File: src/rtl/uart_pkg.sv
// Shared definitions for the UART echo buffer: data width, default sizing and
// the transmit FSM state encoding.
package uart_pkg;

  localparam int DATA_W              = 8;
  localparam int DEPTH_DEFAULT       = 16;
  localparam int ACK_TIMEOUT_DEFAULT = 4;

  typedef enum logic [1:0] {
    IDLE    = 2'd0,
    START   = 2'd1,
    WAIT_HI = 2'd2,
    WAIT_LO = 2'd3
  } tx_state_t;

endpackage

File: src/rtl/uart_echo_buffer_if.sv
// Byte link between async_receiver / async_transmitter and the echo buffer.
//   rx_data, rx_ready : received byte and its one-cycle strobe
//   tx_busy           : transmitter busy flag
//   tx_data, tx_start : byte to send and its one-cycle start strobe
// slave  : the echo buffer side
// master : the UART receiver/transmitter side
interface uart_echo_buffer_if;
  import uart_pkg::*;

  logic [DATA_W-1:0] rx_data;
  logic              rx_ready;
  logic              tx_busy;
  logic [DATA_W-1:0] tx_data;
  logic              tx_start;

  modport slave (
    input  rx_data,
    input  rx_ready,
    input  tx_busy,
    output tx_data,
    output tx_start
  );

  modport master (
    output rx_data,
    output rx_ready,
    output tx_busy,
    input  tx_data,
    input  tx_start
  );

endinterface

File: src/rtl/uart_fifo.sv
// Byte FIFO with registered occupancy count and status flags.
//   clk, rst_n : clock and asynchronous active-low reset
//   push       : write wr_data at the write pointer (ignored when full without pop)
//   pop        : advance the read pointer (ignored when empty)
//   rd_data    : head byte, valid while empty is low
//   count      : bytes held, 0..DEPTH
//   full/empty : count==DEPTH / count==0
// DEPTH must be a power of two so the pointers wrap naturally.
module uart_fifo
  import uart_pkg::*;
#(
  parameter int DEPTH = DEPTH_DEFAULT
) (
  input  logic                   clk,
  input  logic                   rst_n,
  input  logic                   push,
  input  logic                   pop,
  input  logic [DATA_W-1:0]      wr_data,
  output logic [DATA_W-1:0]      rd_data,
  output logic [$clog2(DEPTH):0] count,
  output logic                   full,
  output logic                   empty
);

  localparam int PTR_W = $clog2(DEPTH);
  localparam int CNT_W = PTR_W + 1;

  logic [DATA_W-1:0] mem_r [DEPTH];
  logic [PTR_W-1:0]  wr_ptr_r;
  logic [PTR_W-1:0]  rd_ptr_r;
  logic [CNT_W-1:0]  count_r;
  logic              full_r;
  logic              empty_r;
  logic              push_ok_s;
  logic              pop_ok_s;
  logic [CNT_W-1:0]  count_nxt_s;

  // A push into a full FIFO is only legal when a pop frees a slot on the same edge.
  assign pop_ok_s  = pop && !empty_r;
  assign push_ok_s = push && (!full_r || pop_ok_s);

  // Next occupancy: simultaneous push and pop leave it unchanged.
  always_comb begin
    count_nxt_s = count_r;
    if (push_ok_s && !pop_ok_s) begin
      count_nxt_s = count_r + CNT_W'(1);
    end else if (pop_ok_s && !push_ok_s) begin
      count_nxt_s = count_r - CNT_W'(1);
    end else begin
      count_nxt_s = count_r;
    end
  end

  // Storage is not reset; stale bytes are unreachable once the pointers clear.
  always_ff @(posedge clk) begin
    if (push_ok_s) begin
      mem_r[wr_ptr_r] <= wr_data;
    end
  end

  // Pointers, count and flags advance together so the flags never lag count.
  always_ff @(posedge clk or negedge rst_n) begin
    if (!rst_n) begin
      wr_ptr_r <= {PTR_W{1'b0}};
      rd_ptr_r <= {PTR_W{1'b0}};
      count_r  <= {CNT_W{1'b0}};
      full_r   <= 1'b0;
      empty_r  <= 1'b1;
    end else begin
      if (push_ok_s) begin
        wr_ptr_r <= wr_ptr_r + PTR_W'(1);
      end
      if (pop_ok_s) begin
        rd_ptr_r <= rd_ptr_r + PTR_W'(1);
      end
      count_r <= count_nxt_s;
      full_r  <= (count_nxt_s == CNT_W'(DEPTH));
      empty_r <= (count_nxt_s == {CNT_W{1'b0}});
    end
  end

  assign rd_data = mem_r[rd_ptr_r];
  assign count   = count_r;
  assign full    = full_r;
  assign empty   = empty_r;

endmodule

File: src/rtl/uart_echo_buffer.sv
// Echo buffer between async_receiver and async_transmitter: received bytes are
// queued in a FIFO and replayed to the transmitter one at a time.
//   CLOCK_50  : system clock
//   KEY       : asynchronous active-low reset
//   link      : rx_data/rx_ready in, tx_busy in, tx_data/tx_start out
//   clear_ovf : synchronous clear of the sticky overflow flag
//   count     : bytes held in the FIFO
//   full/empty: FIFO status
//   overflow  : set when a byte arrives with the FIFO full and no pop
// After each start pulse the FSM waits up to ACK_TIMEOUT cycles for tx_busy to
// rise; if it never does the byte is treated as sent so the queue cannot stall.
module uart_echo_buffer
  import uart_pkg::*;
#(
  parameter int DEPTH       = DEPTH_DEFAULT,
  parameter int ACK_TIMEOUT = ACK_TIMEOUT_DEFAULT
) (
  input  logic                   CLOCK_50,
  input  logic                   KEY,
  uart_echo_buffer_if.slave      link,
  input  logic                   clear_ovf,
  output logic [$clog2(DEPTH):0] count,
  output logic                   full,
  output logic                   empty,
  output logic                   overflow
);

  localparam int TMR_W = $clog2(ACK_TIMEOUT + 1);

  tx_state_t         state_r;
  logic [TMR_W-1:0]  timer_r;
  logic [DATA_W-1:0] tx_data_r;
  logic              tx_start_r;
  logic              overflow_r;
  logic              push_s;
  logic              pop_s;
  logic              drop_s;
  logic [DATA_W-1:0] head_s;

  // Pop only from IDLE so exactly one byte is in flight at a time.
  assign pop_s  = (state_r == IDLE) && !empty && !link.tx_busy;
  assign push_s = link.rx_ready && (!full || pop_s);
  assign drop_s = link.rx_ready && full && !pop_s;

  uart_fifo #(
    .DEPTH (DEPTH)
  ) u_fifo (
    .clk     (CLOCK_50),
    .rst_n   (KEY),
    .push    (push_s),
    .pop     (pop_s),
    .wr_data (link.rx_data),
    .rd_data (head_s),
    .count   (count),
    .full    (full),
    .empty   (empty)
  );

  // Transmit FSM; tx_start is raised on the edge entering START so it is high
  // for exactly the START cycle.
  always_ff @(posedge CLOCK_50 or negedge KEY) begin
    if (!KEY) begin
      state_r    <= IDLE;
      timer_r    <= {TMR_W{1'b0}};
      tx_data_r  <= 8'h00;
      tx_start_r <= 1'b0;
    end else begin
      case (state_r)
        IDLE: begin
          if (pop_s) begin
            tx_data_r  <= head_s;
            tx_start_r <= 1'b1;
            state_r    <= START;
          end else begin
            tx_start_r <= 1'b0;
          end
        end
        START: begin
          tx_start_r <= 1'b0;
          timer_r    <= TMR_W'(ACK_TIMEOUT);
          state_r    <= WAIT_HI;
        end
        WAIT_HI: begin
          tx_start_r <= 1'b0;
          if (link.tx_busy) begin
            state_r <= WAIT_LO;
          end else if (timer_r <= TMR_W'(1)) begin
            // Timer reaches zero on this edge: give up waiting for the ack.
            timer_r <= {TMR_W{1'b0}};
            state_r <= IDLE;
          end else begin
            timer_r <= timer_r - TMR_W'(1);
          end
        end
        WAIT_LO: begin
          tx_start_r <= 1'b0;
          if (!link.tx_busy) begin
            state_r <= IDLE;
          end
        end
        default: begin
          tx_start_r <= 1'b0;
          state_r    <= IDLE;
        end
      endcase
    end
  end

  // Sticky overflow; a drop on the same edge as clear_ovf wins.
  always_ff @(posedge CLOCK_50 or negedge KEY) begin
    if (!KEY) begin
      overflow_r <= 1'b0;
    end else if (drop_s) begin
      overflow_r <= 1'b1;
    end else if (clear_ovf) begin
      overflow_r <= 1'b0;
    end else begin
      overflow_r <= overflow_r;
    end
  end

  assign link.tx_data  = tx_data_r;
  assign link.tx_start = tx_start_r;
  assign overflow      = overflow_r;

endmodule

File: src/flat_wrapper.sv
// flat-port wrapper written by rule: the top's interface ports become plain ports
module uart_echo_buffer_flat import uart_pkg::*;
#(
  parameter int DEPTH       = DEPTH_DEFAULT,
  parameter int ACK_TIMEOUT = ACK_TIMEOUT_DEFAULT
)
  (CLOCK_50, KEY, clear_ovf, count, full, empty, overflow, link_rx_data, link_rx_ready, link_tx_busy, link_tx_data, link_tx_start);
  uart_echo_buffer_if link_i ();
  input  logic CLOCK_50;
  input  logic KEY;
  input  logic clear_ovf;
  output logic [$clog2(DEPTH):0] count;
  output logic full;
  output logic empty;
  output logic overflow;
  input wire logic [$bits(link_i.rx_data)-1:0] link_rx_data;
  input wire logic [$bits(link_i.rx_ready)-1:0] link_rx_ready;
  input wire logic [$bits(link_i.tx_busy)-1:0] link_tx_busy;
  output wire logic [$bits(link_i.tx_data)-1:0] link_tx_data;
  output wire logic [$bits(link_i.tx_start)-1:0] link_tx_start;
  assign link_i.rx_data = link_rx_data;
  assign link_i.rx_ready = link_rx_ready;
  assign link_i.tx_busy = link_tx_busy;
  assign link_tx_data = link_i.tx_data;
  assign link_tx_start = link_i.tx_start;
  uart_echo_buffer #(.DEPTH(DEPTH), .ACK_TIMEOUT(ACK_TIMEOUT)) u_core (.CLOCK_50(CLOCK_50), .KEY(KEY), .link(link_i), .clear_ovf(clear_ovf), .count(count), .full(full), .empty(empty), .overflow(overflow));
endmodule
File: config.mk
export PLATFORM = sky130hd
export DESIGN_NAME = uart_echo_buffer_flat
export DESIGN_NICKNAME = d
export VERILOG_FILES = /design/src/rtl/uart_pkg.sv /design/src/rtl/uart_echo_buffer_if.sv /design/src/rtl/uart_fifo.sv /design/src/rtl/uart_echo_buffer.sv /design/src/flat_wrapper.sv
export SDC_FILE = /design/constraint.sdc
export NUM_CORES = 1
export LEC_CHECK = 0
export ABC_AREA = 1
export BUFFER_PORTS_ARGS = -buffer_cell sky130_fd_sc_hd__buf_2
export CAP_MARGIN = 20
export CORE_AREA = 3 3 115 117
export DETAILED_ROUTE_END_ITERATION = 8
export DIE_AREA = 0 0 118 120
export MAX_ROUTING_LAYER = met4
export PLACE_DENSITY = 0.83
export SLEW_MARGIN = 25
export SYNTH_ARGS = -nofsm -noshare
export SYNTH_HDL_FRONTEND = slang
export SYNTH_SLANG_ARGS = --single-unit
export TNS_END_PERCENT = 100
File: constraint.sdc
create_clock -name CLOCK_50 -period 4.3 [get_ports CLOCK_50]
set_input_delay 0.215 -clock CLOCK_50 [delete_from_list [all_inputs] [get_ports CLOCK_50]]
set_output_delay 0.215 -clock CLOCK_50 [all_outputs]
set_load 0.03 [all_outputs]
==> impl_metrics.yaml <==
setup_path:
  end_kind: "flip-flop"
  slowest_stage: "clkinv_1"
  cpPeakStageDelay_ps: 740
  cp_max_fo: 33
  startpoint_type: "flip-flop"
  critical_path_arrival_ps: 2870
  required_ps: 4590
  r2r_slack_ps: 1730
  crit_path_cell_trace: "clkinv_1, buf_4, nand2_1, nand3_1, nand3_1, nand2_1, a21oi_1, a21oi_1"
  path_buf_inv: 2
  path_delay_family: "buffers and inverters"
  worstSetupPathType: "reg -> reg"
route:
  drt-initial-drc-count: 692
  first_pass_iters: 7
  vias_per_cell: 5.75
  vias: 4633
  drt-total-wl_um: 15300
  wl_per_cell_um: 19.0
  drc: 0
  ant_nets: 0
sta:
  tightestPinTransition_ps: 965
  max-slew-margin-rel: 0.352
  fin_skew_ps: 7.39
  max_freq_ghz: 0.389
  hold_violations: 0
  rsz0062_at_grt: "false"
  setup_viol_count_final: 0
  fin_crit_sh: 0.599
  min_period_ps: 2570
  final_max_slew_viol_count: 0
  timing.hold.ws_ps: 39.8
  tns_ps: 0
floorplan:
  die_area_um2: 14200
  core_region_area_um2: 12500
  start_util: 0.536
  io_pins: 30
  row_count: 41
  fp.dieW_um: 118
  fp.dieH_um: 120
power_and_ir_drop:
  p_per_area_nw_per_um2: 739
  switchingPower_mw: 2.13
  p_clk_frac: 0.288
  ir_worst_vdd_v: 0.000362
  power_leakage_nw: 2.95
  p_sw_frac: 0.380
  internal_power_mw: 3.47
  seq_power_share: 0.376
  combPwrFrac: 0.336
clock_network:
  cts_resized: 0
  clockBufferDepth: 2
  clkSlewWorstSetupHoldPaths_ps: 60
  cts_tree: "done"
  clockRootBuffer: "clkbuf_16"
  cts_made_buffers: 17
  clkSinkCount: 158
  clock_latency_ps: 420
  htree_levels: 4
global_routing:
  grtUsageMet1: 0.293
  global_route.peak_usage_layer: "met2"
  grt.overflow.total: 0
  grt_antenna_before_repair: 0
  grt_pass1_vias: 4447
  use_met3: 0.0650
  grt_util_all_layers: 0.229
  grt_max_degree: 67
  grt_util_met2: 0.352
  grt_pass1_wl_um: 24000
placed_design:
  routabilityCongestion: 0.916
  dp_hpwl_um: 8930
  postPlaceCellArea_um2: 6930
  dpl.cell_count: 774
  io_buffers: 29
yosys:
  synth-seq-cells: 158
  yosys_warnings: 0
  synth_edf_count: 128
  syn_nets: 621
  synth_cells: 599
  synthDistinctLibCells: 31
  ys_seq_area_frac: 0.687
  synth-main-ff-cell: "edfxtp_1"
  syn_area_um2: 6690
  synthArstFlopShare: 0.190
  synth_area_per_cell_um2: 11.2
layout:
  layout_common_cells: "nand2_1 (185), edfxtp_1 (128), nand3_1 (105)"
  diodes: 0
  nets: 644
  stdcell_area_um2: 7570
  layout_commonest_cell: "nand2_1"
  utilization: 0.608
  fin_cells: 806
  syn2layout_area_growth_pct: 13.3
  drive_gt1_frac: 0.120
outcome:
  status: "complete, no violations"
min_path:
  min_path_type: "in -> reg"
flow_run:
  cap_violations: 0
flip-flops by register name, summed over array words and instances, names as in the netlist:
signal	count
u_core.u_fifo.wr_ptr_r	4
u_core.link.tx_data	8
u_core.u_fifo.count	5
u_core.link.tx_start	1
u_core.u_fifo.empty	1
u_core.u_fifo.rd_ptr_r	4
u_core.state_r	2
u_core.u_fifo.full	1
u_core.overflow	1
u_core.u_fifo.mem_r	128
u_core.timer_r	3
synth_stat cells (2+ instances only):
cell type  count  area (um^2)
a21oi_1       18         90.1
a31oi_1        2         12.5
buf_1          4         15.0
buf_2         20          100
clkbuf_1       3         11.3
clkinv_1       2         7.51
dfrtp_1       29          726
edfxtp_1     128         3840
ha_1           9          113
inv_1         22         82.6
nand2_1      185          694
nand2_2        2         12.5
nand3_1      105          526
nand3_2        2         20.0
nand4_1        2         12.5
nor2_1        34          128
nor2_4         2         22.5
o21ai_0        5         25.0
o32ai_1        2         17.5
xor2_1        12          105
layout make-up:
cell class,count,area [um^2]
Clock buffer,17,425
Clock inverter,14,214
Fill cell,883,4890
Inverter,24,90.1
Multi-Input combinational cell,388,1860
Sequential cell,158,4600
Tap cell,172,215
Timing Repair Buffer,33,178
kinds of logic after synthesis:
family | Yosys count | share of synthesized area
buf+inv | 53 | 0.0352
simple gates | 337 | 0.219
compound gates | 30 | 0.0262
flops | 158 | 0.687
xor+xnor | 12 | 0.0157
fa+ha+maj | 9 | 0.0168
through the flow:
step	total power, mW	setup slack [ps]
finish	5.60	1730
global placement	3.84	2000
global route	5.86	1570
CTS	5.57	1880
floorplan	3.44	2530
detailed placement	3.92	1930
layer usage:
layer  vias up  share of wire
li1       2100              -
met1      2205           0.39
met2       283           0.49
met3        45          0.093
met4         0          0.028
met5         -              0
power groups by stage:
stage	sequential, mW	combinational, mW	clock (mW)
6_report	2.11	1.88	1.61
5_1_grt	2.13	2.05	1.68
4_1_cts	2.10	1.85	1.62
3_5_place_dp	2.12	1.80	0
3_3_place_gp	2.11	1.73	0
2_1_floorplan	2.18	1.25	0
timing repair:
| item | in CTS | in global routing |
|---|---|---|
| hold buffers | 1 | 0 |
| hold endpoints to repair | 29 | 0 |
| buffers inserted | 0 | 0 |
worst paths after layout:
path / startpoint / endpoint / cells past startpoint
min reg2reg: u_core.link.tx_data[3]$_DFFE_PN0P_ / u_core.link.tx_data[3]$_DFFE_PN0P_ / 2
max in group asynchronous: KEY / u_core.u_fifo.rd_ptr_r[0]$_DFFE_PN0P_ / 2
min in group asynchronous: KEY / u_core.state_r[1]$_DFFE_PN0P_ / 2
min: clear_ovf / u_core.overflow$_DFFE_PN0P_ / 2
max: u_core.u_fifo.rd_ptr_r[0]$_DFFE_PN0P_ / u_core.link.tx_data[2]$_DFFE_PN0P_ / 8
max reg2reg: u_core.u_fifo.rd_ptr_r[0]$_DFFE_PN0P_ / u_core.link.tx_data[2]$_DFFE_PN0P_ / 8
Power figures use the tool's default switching activity.
